--- src/rtl/serial_adder_ctrl.sv ---
// Bit-serial add/subtract engine: one full-adder cell shared by two requesters
// under round-robin arbitration, LSB-first sequencing, valid/ready result port.

module full_adder (
  input  logic a,
  input  logic b,
  input  logic cin,
  output logic sum,
  output logic cout
);
  assign sum  = a ^ b ^ cin;
  assign cout = (a & b) | (cin & (a ^ b));
endmodule

// state | meaning
// IDLE  | arbitrate and accept one request
// RUN   | one operand bit per clock through the full adder
// DONE  | result presented until res_ready
module serial_adder_ctrl #(
  parameter int WIDTH = 8
) (
  input  logic             clk,
  input  logic             rst_n,
  input  logic             req0_valid,
  input  logic [WIDTH-1:0] req0_a,
  input  logic [WIDTH-1:0] req0_b,
  input  logic             req0_sub,
  output logic             req0_ready,
  input  logic             req1_valid,
  input  logic [WIDTH-1:0] req1_a,
  input  logic [WIDTH-1:0] req1_b,
  input  logic             req1_sub,
  output logic             req1_ready,
  output logic             res_valid,
  input  logic             res_ready,
  output logic [WIDTH-1:0] res_sum,
  output logic             res_carry,
  output logic             res_ovf,
  output logic             res_id,
  output logic             busy
);

  localparam int CW = (WIDTH > 1) ? $clog2(WIDTH) : 1;
  localparam logic [CW-1:0] LAST_BIT = CW'(WIDTH - 1);

  typedef enum logic [1:0] {
    S_IDLE = 2'd0,
    S_RUN  = 2'd1,
    S_DONE = 2'd2
  } state_t;

  state_t           r_state;
  state_t           w_next_state;
  logic [WIDTH-1:0] r_a;
  logic [WIDTH-1:0] r_b;
  logic [WIDTH-1:0] r_sum;
  logic [CW-1:0]    r_cnt;
  logic             r_carry;
  logic             r_res_carry;
  logic             r_res_ovf;
  logic             r_id;
  logic             r_last_id;
  logic             r_busy;

  logic w_grant0;
  logic w_grant1;
  logic w_accept;
  logic w_fa_sum;
  logic w_fa_cout;
  logic w_last_bit;

  // Tie goes to whichever requester was not served most recently.
  assign w_grant0   = req0_valid & (~req1_valid | r_last_id);
  assign w_grant1   = req1_valid & (~req0_valid | ~r_last_id);
  assign req0_ready = (r_state == S_IDLE) & w_grant0;
  assign req1_ready = (r_state == S_IDLE) & w_grant1;
  assign w_accept   = (req0_valid & req0_ready) | (req1_valid & req1_ready);
  assign w_last_bit = (r_cnt == LAST_BIT);

  full_adder u_fa (
    .a   (r_a[r_cnt]),
    .b   (r_b[r_cnt]),
    .cin (r_carry),
    .sum (w_fa_sum),
    .cout(w_fa_cout)
  );

  always_ff @(posedge clk or negedge rst_n) begin
    if (!rst_n) r_state <= S_IDLE;
    else        r_state <= w_next_state;
  end

  always_comb begin
    w_next_state = r_state;
    case (r_state)
      S_IDLE:  if (w_accept)   w_next_state = S_RUN;
      S_RUN:   if (w_last_bit) w_next_state = S_DONE;
      S_DONE:  if (res_ready)  w_next_state = S_IDLE;
      default: w_next_state = S_IDLE;
    endcase
  end

  always_ff @(posedge clk or negedge rst_n) begin
    if (!rst_n) begin
      r_a         <= '0;
      r_b         <= '0;
      r_sum       <= '0;
      r_cnt       <= '0;
      r_carry     <= 1'b0;
      r_res_carry <= 1'b0;
      r_res_ovf   <= 1'b0;
      r_id        <= 1'b0;
      r_last_id   <= 1'b1;
      r_busy      <= 1'b0;
    end else begin
      case (r_state)
        S_IDLE: begin
          if (w_accept) begin
            // Subtract is a + ~b + 1: invert b here, seed carry with 1.
            r_a         <= w_grant1 ? req1_a : req0_a;
            r_b         <= w_grant1 ? (req1_sub ? ~req1_b : req1_b)
                                    : (req0_sub ? ~req0_b : req0_b);
            r_carry     <= w_grant1 ? req1_sub : req0_sub;
            r_cnt       <= '0;
            r_sum       <= '0;
            r_res_carry <= 1'b0;
            r_res_ovf   <= 1'b0;
            r_id        <= w_grant1;
            r_last_id   <= w_grant1;
            r_busy      <= 1'b1;
          end
        end
        S_RUN: begin
          r_sum[r_cnt] <= w_fa_sum;
          r_carry      <= w_fa_cout;
          r_cnt        <= r_cnt + CW'(1);
          if (w_last_bit) begin
            // r_carry still holds the carry into the MSB at this point.
            r_res_carry <= w_fa_cout;
            r_res_ovf   <= r_carry ^ w_fa_cout;
          end
        end
        S_DONE: begin
          if (res_ready) r_busy <= 1'b0;
        end
        default: ;
      endcase
    end
  end

  assign res_valid = (r_state == S_DONE);
  assign res_sum   = r_sum;
  assign res_carry = r_res_carry;
  assign res_ovf   = r_res_ovf;
  assign res_id    = r_id;
  assign busy      = r_busy;

endmodule

--- config.mk ---
export PLATFORM = sky130hd
export DESIGN_NAME = serial_adder_ctrl
export DESIGN_NICKNAME = d
export VERILOG_FILES = /design/src/rtl/serial_adder_ctrl.sv
export SDC_FILE = /design/constraint.sdc
export NUM_CORES = 1
export LEC_CHECK = 0
export ABC_AREA = 1
export BUFFER_PORTS_ARGS = -buffer_cell sky130_fd_sc_hd__buf_2
export CAP_MARGIN = 40
export CORE_MARGIN = 2
export CORE_UTILIZATION = 40
export CTS_CLUSTER_DIAMETER = 60
export DETAILED_ROUTE_END_ITERATION = 7
export GPL_TIMING_DRIVEN = 1
export PLACE_DENSITY_LB_ADDON = 0.15
export SLEW_MARGIN = 0
export SYNTH_ARGS = -nofsm -noshare
export SYNTH_HDL_FRONTEND = slang
export SYNTH_SLANG_ARGS = --single-unit
--- constraint.sdc ---
create_clock -name clk -period 3.24 [get_ports clk]
set_input_delay 0.324 -clock clk [delete_from_list [all_inputs] [get_ports clk]]
set_output_delay 0.324 -clock clk [all_outputs]
set_load 0.01 [all_outputs]
# ---- Yosys cells after proc, flatten, opt, wreduce, memory -nomap -nowiden
# Index checks and enable logic that the tools add are counted.
dict set report op_classes {
  addsub 1
  n_mul 0
  div 0
  magnitude_cmp 2
  n_eq_ne 6
  n_shift 0
  n_mux 30
  bitwise_logic 20
  n_reduce_logical 9
}
# op n
set ops {}
lappend ops {{8-bit 2-to-1 mux} 5}
lappend ops {{8-bit inverter} 2}
lappend ops {{8-bit case mux with 2 select lines} 1}
lappend ops {{1-bit 2-to-1 mux} 10}
lappend ops {{3-bit AND reduction} 3}
lappend ops {{1-bit AND} 8}
lappend ops {{8-bit bitwise mux} 1}
lappend ops {{1-bit case mux with 2 select lines} 4}
lappend ops {{1-bit binary-select mux with 3-bit select} 2}
lappend ops {{2-bit 2-to-1 mux} 3}
lappend ops {{2-bit case mux with 3 select lines} 1}
lappend ops {{3-bit case mux with 2 select lines} 1}
lappend ops {{3-bit by 4-bit < comparator with 1-bit output (second input constant)} 1}
lappend ops {{2-bit != test (second input constant)} 2}
lappend ops {{1-bit OR} 4}
lappend ops {{2-bit AND reduction} 2}
lappend ops {{2-bit nonzero test} 2}
lappend ops {{3-bit by 1-bit adder with 3-bit output (second input constant)} 1}
lappend ops {{1-bit demux with 3-bit select} 1}
lappend ops {{3-bit == test (second input constant)} 1}
lappend ops {{3-bit by 1-bit greater-or-equal comparator with 1-bit output (second input constant)} 1}
lappend ops {{3-bit 2-to-1 mux} 1}
lappend ops {{1-bit inverter} 3}
lappend ops {{1-bit XOR} 3}
lappend ops {{other kinds (5)} 5}
dict set report totals {
  register_bits 35
  latch_bits 0
  ramBits 0
  romBits 0
  in_bits 39
  out_inout_bits 15
  word_cells 79
  mem_count 0
}

# ---- Longest topological paths before layout
dict set report logic_depth {
  word_depth 8
  ltp_mapped 12
  mapped_depth_nobuf 12
}

# ---- Cells and area by module
# Synthesis repeated with hierarchy kept, for this count alone.
dict set report unflattened {
  hier_cells 295
  hier_area_um2 2138.3
}
# module n_inst cells_per_inst area_per_inst_um2 seq_area_each_um2
set modules_own_cells {}
lappend modules_own_cells {serial_adder_ctrl 1 294 2118.3 877.1}
lappend modules_own_cells {full_adder 1 1 20.0 0.0}

# ---- Worst setup path before layout
# OpenSTA, ideal clock, no wires.
dict set report synth_timing {
  path_kind {reg2reg}
  start {register r_cnt[0]}
  end {register r_sum[7] (netlist: res_sum[7])}
  setup_ns 0.076
  arrival_time_ns 1.783
  t_required_ns 3.164
  slack_ns 1.381
  stages_incl_launch_ff 13
  n_path_buf 1
  synth_period_minus_slack_ns 1.859
  path_cell_list {dfrtp_1 buf_2 nand2_1 o21ai_0 nand2_1 nand2_1 nand2_1 nand2_1 fa_1 inv_1 nor2_2 nand4_1 o21ai_1}
}
dict set report synth_between {
  elab_chain_len 6
  elab_cells_between_ends 13
  cone_classes {order compare: 2; mux: 8; bitwise: 2; reduce/logical: 1}
}
# item line
set synth_rtl {}
lappend synth_rtl {{start, declared} 57} ;# logic [CW-1:0] r_cnt;
lappend synth_rtl {{start signal, assigned} 136} ;# r_cnt <= r_cnt + CW'(1);
lappend synth_rtl {{3-bit by 4-bit < comparator with 1-bit output (not written as such), or another cell as far along} 134} ;# r_sum[r_cnt] <= w_fa_sum;
lappend synth_rtl {{1-bit logical AND (not written as such), or another cell as far along} 134}
lappend synth_rtl {{1-bit 2-to-1 mux (not written as such) or 1-bit XOR (tied branches)} {134, 11}}
lappend synth_rtl {{1-bit demux with 3-bit select or 1-bit XOR (tied branches)} {134, 11}}
lappend synth_rtl {{8-bit bitwise mux *} 134}
lappend synth_rtl {{8-bit case mux with 2 select lines *} 116} ;# case (r_state)
lappend synth_rtl {{end signal, assigned by index} 134}
lappend synth_rtl {{end, declared} 56} ;# logic [WIDTH-1:0] r_sum;
# Mark *: on every way between the ends. The rest lies on a longest branch, timed or not. The select of a mux whose other input is x is not followed.
# A chain may end at the register's enable or synchronous reset.

# ---- Worst setup path after layout
dict set report layout_timing {
  start {register r_cnt[0]}
  end {register r_sum[5] (netlist: res_sum[5])}
}
# The elaborated chain is that of the path after synthesis.

==> impl_metrics.env <==
export IMPL_status="finished clean"
export IMPL_cts_setup_buffers=0
export IMPL_syn_to_final_growth_pct=18.5
export IMPL_crit_arrival_ns=2.77
export IMPL_dr_total_vias=1865
export IMPL_cap_violations=0
export IMPL_yosysTopAreaCell="dfrtp_1"
export IMPL_clock_path_buffers=2
export IMPL_synth_top_cell_area_share_pct=40.3
export IMPL_finalWirelength_um=4480
export IMPL_io_pins=54
export IMPL_dp_hpwl_um=3170
export IMPL_cts_buffers=5
export IMPL_finalCritPeriodShare_pct=78.8
export IMPL_cp_slowest_stage_delay_ns=0.76
export IMPL_grt_pass1_vias=1789
export IMPL_clock_latency_ns=0.29
export IMPL_first_pass_iters=4
export IMPL_antenna_found_initial=0
export IMPL_use_met2_pct=26.1
export IMPL_p_per_area_nw_per_um2=877
export IMPL_mostFrequentLayoutCell="nand2_1"
export IMPL_slew_violations=0
export IMPL_drc_errors=0
export IMPL_syn_nets=335
export IMPL_critPathSlowestCell="dfrtp_1"
export IMPL_clock_skew_final_ns=0.00486
export IMPL_synth_area_leaders="dfrtp_1 (40%), nand2_1 (26%), o21ai_0 (5.9%), xor2_1 (5.8%), inv_1 (3.0%)"
export IMPL_synthesis_area_um2=2110
export IMPL_worstHoldPathType="in -> async"
export IMPL_layout_common_cells="nand2_1 (144), buf_2 (53), dfrtp_1 (34), o21ai_0 (25), inv_1 (17)"
export IMPL_max_freq_ghz=0.392
export IMPL_ant_nets=0
export IMPL_n_antenna_cell=0
export IMPL_worst_hold_slack_ns=0.105
export IMPL_seq_area_frac_synth_pct=41.5
export IMPL_setup_violations=0
export IMPL_row_count=26
export IMPL_cts_htree_levels=2
export IMPL_initial_utilization_pct=41.4
export IMPL_grtUsageMet3_pct=3.41
export IMPL_first_iter_violations=158
export IMPL_tns_ns=0
export IMPL_hold_viol_final=0
export IMPL_numClockSinks=35
export IMPL_viasPerCell=4.54
export IMPL_dp_slack_ns=0.721
export IMPL_crit_required_ns=3.45
export IMPL_cts_hold_fix_buffers=0
export IMPL_ys_ff_latch=35
export IMPL_period_needed_ns=2.55
export IMPL_critPathCaptureType="register"
export IMPL_die_x_um=76.7
export IMPL_cts_root_buf="clkbuf_8"
export IMPL_grt_pass1_wl_um=8140
export IMPL_instances_no_fill=411
export IMPL_gp_congestion=0.857
export IMPL_yosys_warnings=0
export IMPL_busiest_layer="met2"
export IMPL_clk_pin_slew_ns=0.07
export IMPL_ys_types=25
export IMPL_n_fill_cell=535
export IMPL_fin_nets=382
export IMPL_grt_overflow=0
export IMPL_wl_per_cell_um=10.9
export IMPL_dpl_cell_count=403
export IMPL_grtUsageMet1_pct=23.6
export IMPL_path_cells="inv_1, nand3_1, o21ai_0, nor2_1, nand2_1, fa_1, inv_1, nor2_2, nand4_1, o21ai_0"
export IMPL_setup_slack_ns=0.687
export IMPL_final_util_pct=49.0
export IMPL_syn_avg_cell_area_um2=7.21
export IMPL_track_usage_pct=17.1
export IMPL_netlist_instances=293
export IMPL_drive_gt1_share_pct=20.2
export IMPL_worstSetupPathType="reg -> reg"
export IMPL_cts_resized=0
export IMPL_cp_max_fo=22
export IMPL_die_area_um2=5880
export IMPL_ir_drop_mv=0.332
export IMPL_startpoint_type="register"
export IMPL_worstMarginPinSlew_ns=0.767
export IMPL_cts_tree="yes"
export IMPL_port_buffers=53
export IMPL_rsz0062_at_grt="no"
export IMPL_core_area_um2=5110
export IMPL_grt_max_degree=36
export IMPL_leakage_nw=1.37
export IMPL_die_h_um=76.7
export IMPL_slew_limit_headroom_pct=48.9
routing by layer:
layer | vias to the layer above | share of wire, %
met1 | 781 | 50
met5 | - | 0
met3 | 8 | 5.5
li1 | 1010 | -
met2 | 66 | 43
met4 | 0 | 1.4
synthesized netlist by cell type:
library cell,number
xnor2_1,3
ha_1,2
dfrtp_1,34
nor3_1,2
dfstp_2,1
inv_2,2
clkinv_1,1
xor2_1,14
nand3_2,2
inv_1,17
nand2_4,1
nand4_1,8
a21oi_1,1
o21ai_0,25
o21ai_1,1
buf_6,4
buf_2,7
nor2_1,5
fa_1,1
nand2_2,1
nand3_1,12
nor2_2,2
o22ai_1,1
buf_4,2
nand2_1,144
path summary, 6_finish.rpt:
check	end	cells past startpoint	slack (ns)	startpoint
worst max-delay path	res_sum[5]	10	0.69	r_cnt[0]
worst min-delay path	r_state[1]	1	0.10	rst_n
worst max register to register	res_sum[5]	10	0.69	r_cnt[0]
worst min register to register	res_ovf	2	0.47	res_ovf
max in group asynchronous	r_b[0]	1	2.65	rst_n
min in group clk	r_state[1]	2	0.23	res_ready
area by class of cell:
type | instances | area [um^2] | share of cell area, %
clock buffer | 6 | 72.6 | 2.90
sequential | 35 | 877 | 35.0
multi-input combinational | 225 | 1060 | 42.5
tap | 70 | 87.6 | 3.50
timing repair buffer | 53 | 265 | 10.6
clock inverter | 2 | 60.1 | 2.40
inverter | 20 | 75.1 | 3.00
stage by stage:
step / cell area [um^2] / power, W
2_1_floorplan: 2110 / 0.00154
3_3_place_gp: 2370 / 0.00173
3_5_place_dp: 2370 / 0.00175
4_1_cts: 2500 / 0.00222
5_1_grt: 2500 / 0.00243
6_report: 2500 / 0.00219
kinds of logic (layout without fill, tap and decap cells):
family	Yosys count	after routing	synth area share [%]
compound gates	28	28	6.69
buf+inv	33	81	8.06
xor+xnor	17	17	7.05
fa+ha+maj	3	3	2.13
flops	35	35	41.5
simple gates	177	177	34.5
registers in the layout (all words and copies together), names as in the netlist:
| name | cells |
|---|---|
| r_cnt | 3 |
| r_last_id | 1 |
| res_carry | 1 |
| r_state | 2 |
| res_sum | 8 |
| r_a | 8 |
| r_carry | 1 |
| busy | 1 |
| r_b | 8 |
| res_ovf | 1 |
| res_id | 1 |
power breakdown:
| group | switching, W | leakage [nW] | internal (W) |
|---|---|---|---|
| clock | 0.000158 | 0.0654 | 0.000308 |
| sequential | 0.000166 | 0.440 | 0.000619 |
| combinational | 0.000604 | 0.867 | 0.000339 |
critical path: cells and delay by family, from the launching register on:
kind                     cells  cell delay, ns
flip-flops                   1            0.76
AND/OR/NAND/NOR              5            0.64
adder cells (fa/ha/maj)      1            0.53
buffers and inverters        2            0.35
AO/OA/AOI/OAI                2            0.19
Note: power is estimated with default switching activity, not from simulation.
